File: config.mk
export PLATFORM = sky130hd
export DESIGN_NAME = clyde_rcst_sched
export DESIGN_NICKNAME = d
export VERILOG_FILES = /design/src/rtl/clyde_rcst_sched.sv
export SDC_FILE = /design/constraint.sdc
export NUM_CORES = 1
export LEC_CHECK = 0
export CORE_MARGIN = 2
export CORE_UTILIZATION = 40
export DETAILED_ROUTE_END_ITERATION = 8
export GPL_TIMING_DRIVEN = 0
export PLACE_DENSITY = 0.69
export SLEW_MARGIN = 5
export SYNTH_ARGS = -nofsm -noshare
export SYNTH_HDL_FRONTEND = slang
export SYNTH_SLANG_ARGS = --single-unit
File: constraint.sdc
create_clock -name clk -period 2.16 [get_ports clk]
set_clock_uncertainty 0.05 [all_clocks]
set_input_delay 0.432 -clock clk [delete_from_list [all_inputs] [get_ports clk]]
set_output_delay 0.432 -clock clk [all_outputs]
set_load 0.01 [all_outputs]
File: src/rtl/clyde_rcst_sched.sv
// clyde_rcst_sched: per-round Clyde constant sequencer emitting a public d-share sharing over valid/ready
module clyde_rcst_sched #(
    parameter int          d        = 2,
    parameter int          NROUNDS  = 12,
    parameter logic [3:0]  INIT_ENC = 4'b0001,
    parameter logic [3:0]  INIT_DEC = 4'b1001
) (
    input  logic           clk,
    input  logic           nrst,
    input  logic           start,
    input  logic           inverse,
    input  logic           abort,
    output logic           cst_valid,
    input  logic           cst_ready,
    output logic [4*d-1:0] cst_sh,
    output logic           step_first,
    output logic           last_round,
    output logic           busy,
    output logic           done
);
    localparam int CW = $clog2(NROUNDS + 1);
    localparam logic [CW-1:0] LAST = CW'(NROUNDS - 1);

    typedef enum logic [1:0] {IDLE, RUN, FIN} state_t;

    state_t        state_q, state_d;
    logic [3:0]    lfsr_q, lfsr_d;
    logic [CW-1:0] rnd_q, rnd_d;
    logic          dir_q, dir_d;

    always_ff @(posedge clk or negedge nrst) begin
        if (!nrst) begin
            state_q <= IDLE;
            lfsr_q  <= INIT_ENC;
            rnd_q   <= '0;
            dir_q   <= 1'b0;
        end else begin
            state_q <= state_d;
            lfsr_q  <= lfsr_d;
            rnd_q   <= rnd_d;
            dir_q   <= dir_d;
        end
    end

    always_comb begin
        state_d    = state_q;
        lfsr_d     = lfsr_q;
        rnd_d      = rnd_q;
        dir_d      = dir_q;
        cst_valid  = 1'b0;
        cst_sh     = '0;
        step_first = 1'b0;
        last_round = 1'b0;
        done       = 1'b0;
        busy       = state_q != IDLE;
        case (state_q)
            IDLE: if (start) begin
                lfsr_d  = inverse ? INIT_DEC : INIT_ENC;
                dir_d   = inverse;
                rnd_d   = '0;
                state_d = RUN;
            end
            RUN: begin
                cst_valid  = 1'b1;
                step_first = ~rnd_q[0];
                last_round = rnd_q == LAST;
                // share d-1 (top of each field) carries the bit, the rest stay zero
                for (int i = 0; i < 4; i++) cst_sh[i*d+d-1] = lfsr_q[i];
                if (cst_ready) begin
                    if (rnd_q == LAST) state_d = FIN;
                    else begin
                        rnd_d  = rnd_q + CW'(1);
                        lfsr_d = dir_q ? {lfsr_q[0] ^ lfsr_q[1], lfsr_q[3:1]}
                                       : {lfsr_q[2:0], lfsr_q[3] ^ lfsr_q[0]};
                    end
                end
            end
            FIN: begin
                done    = 1'b1;
                state_d = IDLE;
            end
            default: state_d = IDLE;
        endcase
        if (abort) begin
            state_d = IDLE;
            rnd_d   = '0;
            lfsr_d  = lfsr_q;
            dir_d   = dir_q;
        end
    end
endmodule

==> qor.txt <==
Critical Path Start Type: register
Setup CP Type: reg2out
# IOs: 19
synth warn: 0
Root Driver: clkbuf_4
R2R Path Start: state_q[1]$_DFFE_PN0P_
maximum fanout along the worst path: 6
Leakage: 0.000444 uW
slowest CP cell: clkdlybuf4s50_1
Num CTS Buffers: 3
clock tree buffer depth: 2
Max Cap Viol: 0
initial antenna violation count: 0
Psw: 175 uW
DPL Wire Length: 1140 um
Clk pin slew, worst setup/hold paths: 80 ps
Total Wirelength: 1620 um
commonest non-fill, non-tap cells in the layout: 11 x clkdlybuf4s50_1, 9 x nor2_1, 8 x dfrtp_1, 7 x buf_4, 6 x nand2_1
Seq/Total Area, Yosys: 0.382
Post-DRT Antenna Nets: 0
height of the die: 46.6 um
post-layout minimum cycle time: 2070 ps
share of cells above drive strength 1: 0.235
Clock Latency Late Sink: 280 ps
initial cell density of the core: 0.424
first-pass GRT wire length: 2680 um
chip width: 46.6 um
sequential share of power: 0.454
cell chain of the critical path: buf_4 -> or2_2 -> clkdlybuf4s50_1
crit-path max cell delay: 480 ps
post-placement setup slack: 43.4 ps
Core Region: 1710 sq um
worst path bufs/invs: 2
R2R cell count: 5
DRC errors left: 0
Combinational Power Share: 0.290
GRT Total Usage: 0.176
Hold Path Class: in2async
crit share post-route: 0.957
vias: 635
vias in the first global route: 587
unrepaired setup endpoints after global routing: no
Syn Inst Count: 78
grt ovf: 0
Hold Violations, Final: 0
Area Growth Syn to Fin: 34.0%
Max Freq: 0.484 GHz
Post-synth top flop: dfrtp_1
power share of the clock group: 0.256
WP data arrival: 1590 ps
Mapped Area: 724 sq um
r2r setup slk: 380 ps
Cell variety after synth: 35
Post-CTS Hold Buffers: 0
Power Dens Cells: 579 nW/um^2
asr flop ratio synth: 1.00
pin slew with the least headroom to its limit: 517 ps
Slew Limit Fails: 0
CP endpoint kind: output pin
worst vdd ir: 0.000381 V
antenna cells: 0
Net count, final: 110
Slew Limit Headroom: 0.654
sw frac: 0.311
IO Port Bufs: 14
filler instances: 165
H-tree levels: 1
syn avg cell area: 9.29 sq um
commonest non-fill, non-tap cell in the layout: clkdlybuf4s50_1
Sink Count: 11
final setup margin: 92.8 ps
GP Congestion: 0.796
CP top delay family: buffers and inverters
final setup vio count: 0
post-route setup TNS: 0 ps
WL per Instance: 12.8 um
r2r endpoint: dir_q$_DFFE_PN0P_
Int Pwr: 387 uW
Initial DRC Count: 10
EDFF count, synth: 0
Req. time, crit path: 1680 ps
Rows: 15
#FFs+latches synth: 11
Initial DRT Pass Iterations: 3
CTS tree: yes
largest net degree at the start of global routing: 12
CP Depth: 3
status: complete, no violations
vias per inst: 5.00
Die ar.: 2170 sq um
metrics by stage:
stage,instance area [sq um],power (uW),cells,util,hold WS (ps)
after floorplan,736,361,81,-,86.4
after global placement,907,416,120,0.531,504
after detailed placement,907,419,120,0.531,513
after CTS,963,568,127,0.564,457
after global routing,971,602,127,0.568,475
final,971,562,127,0.568,444
layout make-up:
cell class | instances | area, sq um | share of cell area
plain buffers | 7 | 42.5 | 0.0438
clock buffers | 4 | 26.3 | 0.0271
inverters | 3 | 13.8 | 0.0142
multi-input cells | 60 | 408 | 0.420
flip-flops and latches | 11 | 279 | 0.287
well taps | 25 | 31.3 | 0.0322
repair buffers | 17 | 170 | 0.175
cells by family (layout without fill, tap and decap cells):
kind of cell               count (synthesis)  in the layout  share of synthesized area
AOI/OAI and AO/OA                         13             13                      0.147
and+or+nand+nor                           34             34                      0.264
adders and majority gates                  1              1                     0.0173
muxes                                      6              6                     0.0864
xor gates and xnor gates                   2              2                     0.0242
other                                      1              4                    0.00518
buffers and inverters                     10             31                     0.0742
DFF                                       11             11                      0.382
synth_stat cells (3+ instances only):
master	n	area share
mux2i_1	4	0.055
nor2_1	9	0.047
nor3_1	3	0.021
dfrtp_1	10	0.35
nand3_1	3	0.021
nand2_1	6	0.031
buf_4	4	0.041
a21oi_1	5	0.035
timing repair:
action,in CTS,in global routing
setup endpoints to repair,3,3
cloned,0,0
resized for setup,4,3
setup buffers,3,0
how the worst max path moves through the flow:
stage                                 startpoint  slack [ps]           endpoint
after global routing      state_q[1]$_DFFE_PN0P_          40               busy
after floorplan           state_q[0]$_DFFE_PN0P_         490  dir_q$_DFFE_PN0P_
after detailed placement                   start          40  dir_q$_DFFE_PN0P_
final                     state_q[1]$_DFFE_PN0P_          90               busy
after CTS                   rnd_q[1]$_DFFE_PN0P_           5         last_round
after global placement                     start          50  dir_q$_DFFE_PN0P_
state kept, by name, indices dropped and copies added, names as in the netlist:
register / cells
lfsr_q: 4
dir_q: 1
rnd_q: 4
state_q: 2
power by group through the flow:
stage	registers, uW	clock network [uW]	logic (uW)
3_3_place_gp	258	0	158
3_5_place_dp	258	0	161
2_1_floorplan	253	0	108
6_report	255	144	163
5_1_grt	259	163	180
4_1_cts	254	149	165
metal layers:
layer / track usage / vias to the layer above / part of all wire
met1: 0.227 / 302 / 0.44
li1: - / 317 / -
met5: 0 / - / 0
met4: 0.0171 / 0 / 0
met2: 0.283 / 16 / 0.49
met3: 0.0745 / 0 / 0.062
No activity file was read; power rests on OpenSTA's default activity.
